[src/rtl/id_ex_stage.sv]
// ID/EX pipeline register with operand forwarding, load-use
// stall detection and branch-flush bubbles feeding the EX ALU.
//
// Ports:
//   clk, reset            : rising-edge clock, sync active-high reset
//   id_*                  : decoded instruction from ID
//   flush                 : branch taken, kill instruction entering EX
//   mem_*/wb_*            : EX/MEM and MEM/WB write-back bypass sources
//   stall                 : load-use hazard, hold PC and IF/ID
//   ex_*                  : registered/forwarded operands and control to EX
module id_ex_stage #(
  parameter int DW = 32,
  parameter int RW = 5
) (
  input  logic          clk,
  input  logic          reset,
  input  logic          id_valid,
  input  logic [2:0]    id_alu_op,
  input  logic [RW-1:0] id_rs,
  input  logic [RW-1:0] id_rt,
  input  logic [RW-1:0] id_rd,
  input  logic [DW-1:0] id_rs_data,
  input  logic [DW-1:0] id_rt_data,
  input  logic [DW-1:0] id_imm,
  input  logic [4:0]    id_shamt,
  input  logic          id_alu_src,
  input  logic          id_reg_dst,
  input  logic          id_reg_write,
  input  logic          id_mem_read,
  input  logic          id_mem_write,
  input  logic          id_mem_to_reg,
  input  logic          flush,
  input  logic          mem_reg_write,
  input  logic [RW-1:0] mem_dst,
  input  logic [DW-1:0] mem_result,
  input  logic          wb_reg_write,
  input  logic [RW-1:0] wb_dst,
  input  logic [DW-1:0] wb_result,
  output logic          stall,
  output logic          ex_valid,
  output logic [2:0]    ex_alu_op,
  output logic [DW-1:0] ex_a,
  output logic [DW-1:0] ex_b,
  output logic [4:0]    ex_shamt,
  output logic [DW-1:0] ex_store_data,
  output logic [RW-1:0] ex_dst,
  output logic          ex_reg_write,
  output logic          ex_mem_read,
  output logic          ex_mem_write,
  output logic          ex_mem_to_reg
);

  typedef struct packed {
    logic          valid;
    logic [2:0]    alu_op;
    logic [RW-1:0] rs;
    logic [RW-1:0] rt;
    logic [RW-1:0] dst;
    logic [DW-1:0] rs_data;
    logic [DW-1:0] rt_data;
    logic [DW-1:0] imm;
    logic [4:0]    shamt;
    logic          alu_src;
    logic          reg_write;
    logic          mem_read;
    logic          mem_write;
    logic          mem_to_reg;
  } ex_t;

  ex_t ex_q;
  ex_t ex_d;

  logic          bubble;
  logic [DW-1:0] fwd_rs;
  logic [DW-1:0] fwd_rt;

  // Conservative: rt is compared even for instructions not reading it.
  assign stall = id_valid
               & ex_q.valid
               & ex_q.mem_read
               & (ex_q.dst != '0)
               & ((ex_q.dst == id_rs) | (ex_q.dst == id_rt));

  assign bubble = stall | flush;

  always_comb begin
    ex_d            = '0;
    ex_d.valid      = id_valid;
    ex_d.alu_op     = id_alu_op;
    ex_d.rs         = id_rs;
    ex_d.rt         = id_rt;
    ex_d.dst        = id_reg_dst ? id_rd : id_rt;
    ex_d.rs_data    = id_rs_data;
    ex_d.rt_data    = id_rt_data;
    ex_d.imm        = id_imm;
    ex_d.shamt      = id_shamt;
    ex_d.alu_src    = id_alu_src;
    ex_d.reg_write  = id_reg_write;
    ex_d.mem_read   = id_mem_read;
    ex_d.mem_write  = id_mem_write;
    ex_d.mem_to_reg = id_mem_to_reg;
    if (bubble) begin
      ex_d = '0;
    end
  end

  always_ff @(posedge clk) begin
    if (reset) begin
      ex_q <= '0;
    end else begin
      ex_q <= ex_d;
    end
  end

  // The younger producer (EX/MEM) wins over MEM/WB; r0 never bypasses.
  always_comb begin
    fwd_rs = ex_q.rs_data;
    if (mem_reg_write && mem_dst != '0
        && mem_dst == ex_q.rs) begin
      fwd_rs = mem_result;
    end else if (wb_reg_write && wb_dst != '0
                 && wb_dst == ex_q.rs) begin
      fwd_rs = wb_result;
    end
  end

  always_comb begin
    fwd_rt = ex_q.rt_data;
    if (mem_reg_write && mem_dst != '0
        && mem_dst == ex_q.rt) begin
      fwd_rt = mem_result;
    end else if (wb_reg_write && wb_dst != '0
                 && wb_dst == ex_q.rt) begin
      fwd_rt = wb_result;
    end
  end

  assign ex_valid      = ex_q.valid;
  assign ex_alu_op     = ex_q.alu_op;
  assign ex_a          = fwd_rs;
  assign ex_b          = ex_q.alu_src ? ex_q.imm : fwd_rt;
  assign ex_shamt      = ex_q.shamt;
  assign ex_store_data = fwd_rt;
  assign ex_dst        = ex_q.dst;
  assign ex_reg_write  = ex_q.reg_write;
  assign ex_mem_read   = ex_q.mem_read;
  assign ex_mem_write  = ex_q.mem_write;
  assign ex_mem_to_reg = ex_q.mem_to_reg;

endmodule

[config.mk]
export PLATFORM = sky130hd
export DESIGN_NAME = id_ex_stage
export DESIGN_NICKNAME = d
export VERILOG_FILES = /design/src/rtl/id_ex_stage.sv
export SDC_FILE = /design/constraint.sdc
export NUM_CORES = 1
export LEC_CHECK = 0
export ABC_CLOCK_PERIOD_IN_PS = 1600
export BUFFER_PORTS_ARGS = -buffer_cell sky130_fd_sc_hd__buf_2
export CORE_MARGIN = 2
export CORE_UTILIZATION = 41
export DETAILED_ROUTE_END_ITERATION = 8
export HOLD_SLACK_MARGIN = 0.15
export PLACE_DENSITY_LB_ADDON = 0.25
export SLEW_MARGIN = 40
export SYNTH_ARGS = -nofsm -noshare
export SYNTH_HDL_FRONTEND = slang
export SYNTH_SLANG_ARGS = --single-unit
export TNS_END_PERCENT = 20
[constraint.sdc]
create_clock -name clk -period 1.6 [get_ports clk]
set_input_delay 0.08 -clock clk [delete_from_list [all_inputs] [get_ports clk]]
set_output_delay 0.08 -clock clk [all_outputs]
set_load 0.01 [all_outputs]
==> results of run 1 <==
-- tightest hold or removal path: cells and delay by family --
kind / cells / cell delay (ns)
compound gates: 1 / 0.13
buf+inv: 2 / 0.26
simple gates: 2 / 0.18
-- synthesized netlist by cell type (2+ instances only) --
cell type  number  area share, %
buf_2          10           0.83
and2_1        120             12
or4_1           4           0.50
buf_6           4           0.75
a31oi_4         7            2.5
o21ai_0        18            1.5
mux2i_1        37            6.1
nand2_1         3           0.19
a31oi_2         3           0.62
nor2_1         45            2.8
inv_1          29            1.8
buf_4          14            1.7
o31ai_1         3           0.37
o21ai_1        12            1.0
and3_1          3           0.31
xnor2_1        16            2.3
a21oi_1        32            2.7
clkbuf_1       30            1.9
nand3_1         2           0.17
mux2_2         29            5.4
a31oi_1        19            2.0
buf_1           4           0.25
nor3_1         32            2.7
nor2b_1         5           0.52
a221oi_1        3           0.44
dfxtp_1       125             42
or3_1          29            3.0
nand4_1         3           0.31
xor2_1         14            2.0
o211ai_2        2           0.42
-- final timing paths --
check / from / to / slack, ns
max: ex_q[119]$_SDFF_PP0_ / ex_a[8] / -0.92
min: reset / ex_dst[2]$_SDFF_PP0_ / 0.27
max reg2reg: ex_dst[4]$_SDFF_PP0_ / ex_q[35]$_SDFF_PP0_ / -0.18
min reg2reg: ex_valid$_SDFF_PP0_ / ex_dst[2]$_SDFF_PP0_ / 1.03
-- timing repair --
item / CTS / global route
hold buffers: 130 / 0
hold endpoints to repair: 125 / 0
setup buffers: 8 / 11
gates resized for setup: 161 / 157
pin swaps: 13 / 42
gates cloned: 9 / 8
endpoints found under the setup margin: 222 / 222
-- layer usage --
layer | GRT usage, % | share of wire [%] | up-vias
met5 | 0 | 0 | -
met4 | 14.8 | 4.6 | 0
met3 | 8.13 | 6.8 | 116
met2 | 57.6 | 52 | 417
met1 | 36.3 | 36 | 3421
li1 | - | - | 3265
-- kinds of logic (layout without fill, tap and decap cells) --
group | count (synthesis) | count (layout) | share of synthesized area (%)
multiplexers | 66 | 66 | 11.6
buffers and inverters | 92 | 618 | 7.50
other | 0 | 4 | 0
flip-flops | 125 | 125 | 41.5
AND/OR/NAND/NOR | 249 | 249 | 23.3
XOR/XNOR | 30 | 30 | 4.36
AO/OA/AOI/OAI | 101 | 101 | 11.7
-- power by group --
group          internal, mW  switching [mW]
clock network          2.41            1.37
logic                  1.17           0.947
registers              3.25          0.0664
-- cell type report --
class / instances / area [sq um] / area share, %
inverter: 29 / 109 / 0.881
antenna: 4 / 10.0 / 0.0810
timing repair buffer: 561 / 4520 / 36.6
tap: 184 / 230 / 1.86
clock buffer: 21 / 480 / 3.89
multi-input combinational: 446 / 4390 / 35.5
clock inverter: 7 / 90.1 / 0.729
sequential: 125 / 2520 / 20.4
==> metrics.md, run 1 <==
| Metric | Value |
|---|---|
| LEAKAGE | `about 5.5 nW` |
| Core ar. | `14,400 sq um` |
| Critical path buffers and inverters | `5` |
| Num CTS Buffers | `17` |
| Peak Freq | `397 MHz` |
| Top FF cell, synth | `dfxtp_1` |
| CP Cell Sequence | `buf_6, xnor2_2, nand3_1, or4_4, buf_12, buf_4, clkbuf_16, a21oi_2, buf_2` |
| Worst Hold Depth | `5` |
| Post-Place Setup Slack | `-0.651 ns` |
| Die height | `between 100 and 150 microns` |
| Max-slew headroom | `70.5%` |
| Fin nets | `about 1,400` |
| Failing checks | `negative setup slack` |
| Minimum clock period | `2.52 ns` |
| Status | `complete, but fails checks` |
| Crit path max fanout | `7` |
| Critical path endpoint category | `output port` |
| Worst clock skew | `between 0.009 and 0.01 ns` |
| PortBufs | `~320` |
| R2R depth | `6` |
| Netlist Area Pre-Place | `between 6000 and 7000 sq um` |
| Max_cap viols | `0` |
| Slowest cell delay on critical path | `between 0.5 and 0.6 ns` |
| Tot GR Track Use | `about a third` |
| DR DRC count | `0` |
| Effective utilization at floorplan | `41.8%` |
| Clock tree sinks | `approximately 130` |
| Power per cell area | `about 750 nW/um^2` |
| Die footprint | `15,700 sq um` |
| RSZ-0062 raised after global routing | `yes` |
| Reg with most FFs | `ex_q` |
| Family with the most delay on the worst path | `buffers and inverters` |
| Number of H-tree branching levels | `4` |
| Rows | `44` |
| Max reg flops | `approximately 110` |
| Async SR Flop Fraction | `0%` |
| Hold Crit Class | `in -> reg` |
| Final core utilization | `a little under nine tenths` |
| Crit path required time | `roughly 1.5 ns` |
| Commonest cells after routing, fill and taps aside | `buf_2, dlygate4sd3_1, and2_1` |
| DR WL/cell | `approximately 21 microns` |
| Largest net degree at the start of global routing | `roughly 70` |
| Detail Placement HPWL | `~16 mm` |
| Post-Place Cells | `~1,200` |
| Number of global-route vias before repair | `~7,400` |
| IR Drop Worst-Case VDD | `~0.00076 V` |
| Longest Clk Path Bufs | `2` |
| Hold slack | `roughly 0.27 ns` |
| Post-synthesis net count | `about 870` |
| Post-synthesis register bit count | `approximately 130` |
| Slew Viols, Final | `0` |
| DR vias | `a little over 7,000` |
| Final instance area | `12,400 sq um` |
| Post-Layout Cell Count | `roughly 1,400` |
| Slowest-stage cell, CP | `or4_4` |
| Sequential area share after synthesis | `between 40% and 50%` |
| Layout cells sized above 1 | `a little under three fifths` |
| Aggregate global routing overflow | `0` |
| Vias/cell | `around 5.2` |
| Final setup margin | `-0.917 ns` |
| Commonest non-fill, non-tap cell in the layout | `buf_2` |
| TNS Setup | `-86.93 ns` |
| Final Cycle Share | `157%` |
| CP Class | `reg -> out` |
| Initial antenna violation count | `4` |
| Final-report hold violation count | `0` |
| Worst skew pair latency | `~0.42 ns` |
| DRT iter0 DRCs | `around 500` |
| CTS Root Cell | `clkbuf_16` |
| CP startpoint kind | `register` |
| YS warnings | `0` |
| Unique cell type count in the Yosys netlist | `36` |
| Post-Synthesis Cells | `about 660` |
| Syn_area_per_cell | `between 9 and 10 sq um` |
| Worst-path clk slew | `around 0.060 ns` |
| P&R area growth vs syn | `105%` |
| Total power | `between 9 and 10 mW` |
| # setup viols final | `222` |
| WL final | `between 20 and 30 mm` |
| IO Count | `320` |
| Fill cells | `a little over 700` |
| CTS tree | `done` |
| Count of flip-flops with a built-in enable after synthesis | `0` |
| Drt pass-1 iters | `7` |
| Die span in x | `125 microns` |
| Final ANT Viol Nets | `0` |
| GPL Wtd Cong | `0.890` |
| Post-place instance area | `roughly 8600 sq um` |
| Tightest Pin Transition | `between 0.4 and 0.5 ns` |
| Worst Path Arrival | `~2.4 ns` |
| First-pass GRT wire length | `around 40 mm` |
| Levels on crit path | `9` |
No activity file was read; power rests on OpenSTA's default activity.
==> inputs of run 2 (changes only) <==
--- a/config.mk
+++ b/config.mk
@@ -12,6 +12,7 @@
 export DETAILED_ROUTE_END_ITERATION = 8
 export HOLD_SLACK_MARGIN = 0.15
 export PLACE_DENSITY_LB_ADDON = 0.25
+export RECOVER_POWER = 50
 export SLEW_MARGIN = 40
 export SYNTH_ARGS = -nofsm -noshare
 export SYNTH_HDL_FRONTEND = slang
==> run 2 against run 1 <==
The run still ends with negative setup slack left. Non-clock buffer count unchanged. Register-to-register slack barely moved. Hold slack better by 0.0046 ns. Sequential share of layout area hardly changed. Critical path depth did not move. Clock-buffer cell count unchanged. Total power hardly changed. Global-route usage stayed put. Final cell count is the same. First-iteration DRC count grew 0.40%. Setup slack better by 0.0036 ns. Clock skew hardly changed. Critical endpoint unchanged. Largest cell class unchanged.
==> metrics.md, run 2 (synthesis results as in run 1) <==
| Metric | Value |
|---|---|
| Status | `complete, but fails checks (unchanged)` |
| Failing checks | `negative setup slack (unchanged)` |
| Detail Placement HPWL | `15.7 mm (unchanged)` |
| Worst clock skew | `0.00957 ns (was 0.00985 ns)` |
| Longest Clk Path Bufs | `2 (unchanged)` |
| IO Count | `320 (unchanged)` |
| LEAKAGE | `5.44 nW (was 5.47 nW)` |
| Die height | `125 microns (unchanged)` |
| # setup viols final | `222 (unchanged)` |
| DR WL/cell | `21.4 microns (about the same)` |
| Number of H-tree branching levels | `4 (unchanged)` |
| Aggregate global routing overflow | `0 (unchanged)` |
| Post-Place Setup Slack | `-0.651 ns (unchanged)` |
| Critical path endpoint category | `output port (unchanged)` |
| Effective utilization at floorplan | `41.8% (unchanged)` |
| WL final | `29.4 mm (was 29.5 mm)` |
| CP startpoint kind | `register (unchanged)` |
| Core ar. | `14,400 sq um (unchanged)` |
| RSZ-0062 raised after global routing | `yes (unchanged)` |
| Tot GR Track Use | `32.4% (unchanged)` |
| Reg with most FFs | `ex_q (unchanged)` |
| CTS tree | `done (unchanged)` |
| DR vias | `7,201 (was 7,219)` |
| Worst Path Arrival | `2.43 ns (was 2.44 ns)` |
| P&R area growth vs syn | `105% (about the same)` |
| Clock tree sinks | `125 (unchanged)` |
| GPL Wtd Cong | `0.890 (unchanged)` |
| Commonest non-fill, non-tap cell in the layout | `buf_2 (unchanged)` |
| Slew Viols, Final | `0 (unchanged)` |
| Drt pass-1 iters | `7 (unchanged)` |
| Crit path required time | `1.52 ns (about the same)` |
| Max reg flops | `107 (unchanged)` |
| Initial antenna violation count | `4 (unchanged)` |
| CP Class | `reg -> out (unchanged)` |
| Largest net degree at the start of global routing | `69 (unchanged)` |
| Slowest-stage cell, CP | `or4_4 (unchanged)` |
| CP Cell Sequence | `buf_6, xnor2_2, nand3_1, or4_4, buf_12, buf_4, clkbuf_16, a21oi_2, buf_2 (unchanged)` |
| Max_cap viols | `0 (unchanged)` |
| Fin nets | `1,385 (unchanged)` |
| Final Cycle Share | `157% (about the same)` |
| Post-place instance area | `8640 sq um (unchanged)` |
| IR Drop Worst-Case VDD | `0.000760 V (was 0.000764 V)` |
| Die footprint | `15,700 sq um (unchanged)` |
| Commonest cells after routing, fill and taps aside | `buf_2, dlygate4sd3_1, and2_1 (unchanged)` |
| Tightest Pin Transition | `0.439 ns (unchanged)` |
| Layout cells sized above 1 | `56.2% (was 56.9%)` |
| Hold Crit Class | `in -> reg (unchanged)` |
| Max-slew headroom | `70.5% (unchanged)` |
| Final instance area | `12,300 sq um (was 12,400 sq um)` |
| Final-report hold violation count | `0 (unchanged)` |
| Power per cell area | `746 nW/um^2 (was 745 nW/um^2)` |
| Rows | `44 (unchanged)` |
| CTS Root Cell | `clkbuf_16 (unchanged)` |
| Crit path max fanout | `7 (unchanged)` |
| Vias/cell | `5.23 (was 5.24)` |
| First-pass GRT wire length | `39.7 mm (unchanged)` |
| Worst-path clk slew | `0.06 ns (about the same)` |
| DR DRC count | `0 (unchanged)` |
| Worst skew pair latency | `0.41 ns (was 0.42 ns)` |
| PortBufs | `319 (unchanged)` |
| Final setup margin | `-0.913 ns (was -0.917 ns)` |
| Num CTS Buffers | `17 (unchanged)` |
| Minimum clock period | `2.51 ns (was 2.52 ns)` |
| Total power | `9.20 mW (was 9.21 mW)` |
| Number of global-route vias before repair | `7,416 (unchanged)` |
| TNS Setup | `-86.88 ns (was -86.93 ns)` |
| Slowest cell delay on critical path | `0.56 ns (about the same)` |
| Final ANT Viol Nets | `0 (unchanged)` |
| DRT iter0 DRCs | `501 (was 499)` |
| Die span in x | `125 microns (unchanged)` |
| Peak Freq | `398 MHz (was 397 MHz)` |
[run 2: report_power, final]
part / leakage (nW) / switching [mW] / internal, mW
combinational: 4.12 / 0.946 / 1.16
sequential: 1.03 / 0.0666 / 3.25
clock: 0.279 / 1.36 / 2.41
total: 5.44 / 2.38 / 6.82
[run 2: final cells by class]
class | count | area, sq um
diodes | 4 | 10.0
clock buffers | 21 | 480
clock inverters | 7 | 90.1
fillers | 734 | 2080
inverters | 29 | 109
multi-input cells | 446 | 4390
flip-flops and latches | 125 | 2520
well taps | 184 | 230
repair buffers | 561 | 4510
[run 2: worst paths after layout]
| check | cells after the start | slack [ns] | startpoint | to |
|---|---|---|---|---|
| max | 9 | -0.91 | ex_q[119]$_SDFF_PP0_ | ex_a[8] |
| min | 5 | 0.28 | reset | ex_dst[2]$_SDFF_PP0_ |
| max reg2reg | 6 | -0.18 | ex_dst[4]$_SDFF_PP0_ | ex_q[35]$_SDFF_PP0_ |
| min reg2reg | 4 | 1.03 | ex_valid$_SDFF_PP0_ | ex_dst[2]$_SDFF_PP0_ |
[run 2: timing repair]
action / 4_1_cts / 5_1_grt
hold buffers: 130 / 0
pin swaps: 13 / 42
cloned: 9 / 8
buffers inserted: 8 / 11
setup endpoints to repair: 222 / 222
resized for setup: 161 / 157
hold endpoints to repair: 125 / 0
[run 2: routing by layer]
metal  up-vias  part of all wire [%]  track usage [%]
met3       112                   6.7             8.13
met4         0                   4.5             14.8
met2       409                    53             57.6
met1      3415                    36             36.3
li1       3265                     -                -
met5         -                     0                0
[run 2: stage by stage]
| step | hold slack [ns] | cells | util [%] |
|---|---|---|---|
| 2_1_floorplan | 0.202 | 663 | - |
| 3_3_place_gp | 0.279 | 1180 | 59.8 |
| 3_5_place_dp | 0.281 | 1182 | 59.9 |
| 4_1_cts | 0.273 | 1357 | 79.5 |
| 5_1_grt | 0.295 | 1376 | 85.5 |
| 6_report | 0.277 | 1377 | 85.5 |
[run 2: critical path, delay by kind of cell (launching register included)]
kind / cells / cell delay (ns)
and+or+nand+nor: 2 / 0.66
xor gates and xnor gates: 1 / 0.12
DFF: 1 / 0.34
AOI/OAI and AO/OA: 1 / 0.15
buffers and inverters: 5 / 0.75
==> inputs of run 3 (changes only) <==
--- a/config.mk
+++ b/config.mk
@@ -5,15 +5,17 @@
 export SDC_FILE = /design/constraint.sdc
 export NUM_CORES = 1
 export LEC_CHECK = 0
+export ABC_AREA = 1
 export ABC_CLOCK_PERIOD_IN_PS = 1600
 export BUFFER_PORTS_ARGS = -buffer_cell sky130_fd_sc_hd__buf_2
 export CORE_MARGIN = 2
-export CORE_UTILIZATION = 41
+export CORE_UTILIZATION = 42
+export CTS_CLUSTER_SIZE = 28
 export DETAILED_ROUTE_END_ITERATION = 8
 export HOLD_SLACK_MARGIN = 0.15
 export PLACE_DENSITY_LB_ADDON = 0.25
 export RECOVER_POWER = 50
-export SLEW_MARGIN = 40
+export SLEW_MARGIN = 20
 export SYNTH_ARGS = -nofsm -noshare
 export SYNTH_HDL_FRONTEND = slang
 export SYNTH_SLANG_ARGS = --single-unit
==> run 3 against run 2 <==
The flow still finishes with violations (negative setup slack). Clock power up 4%. Sequential share of layout area up 2.9 points. Global-route usage down 1.9 points. Clock skew down 0.0011 ns. First-iteration DRC count down 12%. Utilization down 15 points. Sequential power about the same. Combinational power down 16%. Clock-buffer cell count up 1. Via count up 12%. Critical path depth up 2. Flip-flop and latch count unchanged. Critical endpoint is now ex_b[9].
==> metrics.md, run 3 <==
| Metric | Value |
|---|---|
| Status | `complete, but fails checks (unchanged)` |
| Failing checks | `negative setup slack (unchanged)` |
| R2R depth | `8 (was 6)` |
| Final core utilization | `70.7% (was 85.5%)` |
| Initial antenna violation count | `0 (was 4)` |
| Total power | `9.01 mW (was 9.20 mW)` |
| Detail Placement HPWL | `16.4 mm (was 15.7 mm)` |
| Reg with most FFs | `ex_q (unchanged)` |
| Core ar. | `15,200 sq um (was 14,400 sq um)` |
| PortBufs | `319 (unchanged)` |
| CTS Root Cell | `clkbuf_16 (unchanged)` |
| Layout cells sized above 1 | `29.9% (was 56.2%)` |
| CP startpoint kind | `register (unchanged)` |
| Sequential area share after synthesis | `38.2% (was 41.5%)` |
| # setup viols final | `97 (was 222)` |
| First-pass GRT wire length | `39.1 mm (was 39.7 mm)` |
| Hold Startpoint | `reset (unchanged)` |
| Tightest Pin Transition | `0.421 ns (was 0.439 ns)` |
| GPL Wtd Cong | `0.852 (was 0.890)` |
| Post-Layout Cell Count | `1,655 (was 1,377)` |
| Num CTS Buffers | `17 (unchanged)` |
| GRT met3 Usage | `7.86% (was 8.13%)` |
| Commonest non-fill, non-tap cell in the layout | `buf_2 (unchanged)` |
| Multi-input combinational cell area | `3070 sq um (was 4390 sq um)` |
| CP Class | `reg -> out (unchanged)` |
| Effective utilization at floorplan | `43.0% (was 41.8%)` |
| IO Count | `320 (unchanged)` |
| Die footprint | `16,600 sq um (was 15,700 sq um)` |
| Die span in x | `129 microns (was 125 microns)` |
| Worst skew pair latency | `0.42 ns (was 0.41 ns)` |
| TNS Setup | `-40.80 ns (was -86.88 ns)` |
| Rows | `45 (was 44)` |
| DRT iter0 DRCs | `441 (was 501)` |
| Number of H-tree branching levels | `4 (unchanged)` |
| Fill cells | `1,252 (was 734)` |
| Async SR Flop Fraction | `0% (unchanged)` |
| P&R area growth vs syn | `64.2% (was 105%)` |
| Number of global-route vias before repair | `7,988 (was 7,416)` |
| Vias/cell | `4.87 (was 5.23)` |
| DR WL/cell | `15.5 microns (was 21.4 microns)` |
| Largest net degree at the start of global routing | `39 (was 69)` |
| Gr busiest metal | `met2 (unchanged)` |
| Antenna Cells | `0 (was 4)` |
| Synth area leaders | `dfxtp_1, inv_1, nand3_1 (was dfxtp_1, and2_1, mux2i_1)` |
| Aggregate global routing overflow | `0 (unchanged)` |
| Worst Path Arrival | `1.99 ns (was 2.43 ns)` |
| Minimum clock period | `2.07 ns (was 2.51 ns)` |
| Tot GR Track Use | `30.5% (was 32.4%)` |
| Fin nets | `1,659 (was 1,385)` |
| Netlist Area Pre-Place | `6540 sq um (was 6030 sq um)` |
| Post-synthesis net count | `1,218 (was 868)` |
| Worst clock skew | `0.00842 ns (was 0.00957 ns)` |
| Top FF cell, synth | `dfxtp_1 (unchanged)` |
| Final instance area | `10,700 sq um (was 12,300 sq um)` |
| Yosys top cell area share | `38.2% (was 41.5%)` |
| Count leader, synth | `inv_1 (was dfxtp_1)` |
| RSZ-0062 raised after global routing | `yes (unchanged)` |
| YS warnings | `0 (unchanged)` |
| Post-Synthesis Cells | `1,013 (was 663)` |
| Met1 Usage GRT | `33.0% (was 36.3%)` |
| Max_cap viols | `0 (unchanged)` |
| Max-slew headroom | `71.9% (was 70.5%)` |
| Crit path capture | `ex_b[9] (was ex_a[8])` |
| Post-Place Setup Slack | `-0.110 ns (was -0.651 ns)` |
| Commonest cells after routing, fill and taps aside | `buf_2, inv_1, nand3_1 (was buf_2, dlygate4sd3_1, and2_1)` |
| Longest Clk Path Bufs | `2 (unchanged)` |
| Post-synthesis register bit count | `125 (unchanged)` |
| Final setup margin | `-0.472 ns (was -0.913 ns)` |
| Die height | `129 microns (was 125 microns)` |
| Worst-path clk slew | `0.06 ns (about the same)` |
| LEAKAGE | `6.07 nW (was 5.44 nW)` |
| Critical path endpoint category | `output port (unchanged)` |
| FF-to-FF Start | `ex_dst[0]$_SDFF_PP0_ (was ex_dst[4]$_SDFF_PP0_)` |
| Drt pass-1 iters | `5 (was 7)` |
| Reg2reg setup slack | `0.05 ns (was -0.18 ns)` |
| Met2 Use GR | `55.0% (was 57.6%)` |
| Reg area | `2510 sq um (was 2520 sq um)` |
| Peak Freq | `483 MHz (was 398 MHz)` |
| Count of flip-flops with a built-in enable after synthesis | `0 (unchanged)` |
| Max reg flops | `107 (unchanged)` |
| Critical R2R Capture | `ex_q[31]$_SDFF_PP0_ (was ex_q[35]$_SDFF_PP0_)` |
| Syn_area_per_cell | `6.46 sq um (was 9.09 sq um)` |
| Hold slack | `0.221 ns (was 0.277 ns)` |
| Power per cell area | `839 nW/um^2 (was 746 nW/um^2)` |
| Critical path origin | `ex_q[111]$_SDFF_PP0_ (was ex_q[119]$_SDFF_PP0_)` |
| Slew Viols, Final | `0 (unchanged)` |
| Unique cell type count in the Yosys netlist | `24 (was 36)` |
| CTS tree | `done (unchanged)` |
| DR vias | `8,067 (was 7,201)` |
| Final Cycle Share | `129% (was 157%)` |
| Crit path max fanout | `8 (was 7)` |
| Clock tree sinks | `125 (unchanged)` |
| Crit path required time | `1.52 ns (about the same)` |
| Synth cell count leaders | `inv_1, nand3_1, nand2_1 (was dfxtp_1, and2_1, nor2_1)` |
| Area leader, netlist | `dfxtp_1 (unchanged)` |
| IR Drop Worst-Case VDD | `0.000672 V (was 0.000760 V)` |
| WL final | `25.6 mm (was 29.4 mm)` |
| Post-place instance area | `8470 sq um (was 8640 sq um)` |
| Hold Crit Class | `in -> reg (unchanged)` |
| Final ANT Viol Nets | `0 (unchanged)` |
| DR DRC count | `0 (unchanged)` |
| Final-report hold violation count | `0 (unchanged)` |
| Post-Place Cells | `1,485 (was 1,182)` |
## run 3: cell count changes after synthesis, moves of 25 or more
| cell | change |
|---|---|
| nor2_1 | +95 |
| nand2_1 | +142 |
| or3_1 | -29 |
| nor3_1 | -29 |
| inv_1 | +195 |
| mux2i_1 | -37 |
| nand3_1 | +164 |
| buf_2 | +25 |
| nand4_1 | +29 |
| mux2_2 | -29 |
| and2_1 | -88 |
## run 3: power by group
| group | switching [mW] | total (mW) | internal [mW] |
|---|---|---|---|
| combinational | 0.930 | 1.78 | 0.854 |
| clock | 1.41 | 3.94 | 2.53 |
| sequential | 0.0450 | 3.29 | 3.24 |
## run 3: critical path: stages (launching register included)
cell and delay (ns):
dfxtp_2 0.34, xnor2_2 0.14, nand2_2 0.10, nor2_4 0.15, buf_6 0.12, buf_12 0.09
buf_16 0.12, nand4_1 0.11, nand3_2 0.13, nand3_2 0.07, nand2_1 0.08, buf_2 0.12
## run 3: cell type report
type	count	area share, %
clock inverters	10	1.29
multi-input cells	593	28.6
flip-flops and latches	125	23.3
inverters	225	7.86
repair buffers	492	32.4
clock buffers	22	4.32
well taps	188	2.19
## run 3: how the worst min path moves through the flow
stage / end / slack, ns / depth (start not counted)
3_5_place_dp: ex_q[37]$_SDFF_PP0_ / 0.30 / 3
3_3_place_gp: ex_mem_read$_SDFF_PP0_ / 0.29 / 3
4_1_cts: ex_reg_write$_SDFF_PP0_ / 0.18 / 5
2_1_floorplan: ex_alu_op[0]$_SDFF_PP0_ / 0.19 / 2
6_report: ex_q[104]$_SDFF_PP0_ / 0.22 / 5
5_1_grt: ex_q[105]$_SDFF_PP0_ / 0.25 / 5
## run 3: per-layer routing
layer,vias up,routed length [microns]
li1,3937,-
met1,3659,9760
met5,-,0
met2,390,12900
met3,81,2030
met4,0,964
## run 3: kinds of logic after synthesis
kind of cell	synth area share, %
flip-flops	38.2
AO/OA/AOI/OAI	3.06
XOR/XNOR	3.35
AND/OR/NAND/NOR	36.7
buffers and inverters	18.7
## run 3: what timing repair did
| action | in CTS | in global routing |
|---|---|---|
| gates cloned | 3 | 0 |
| endpoints found under the hold margin | 125 | 0 |
| gates resized for setup | 48 | 36 |
| buffers inserted | 5 | 2 |
| setup endpoints to repair | 97 | 160 |
| pin swaps | 13 | 17 |
| hold buffers | 130 | 0 |
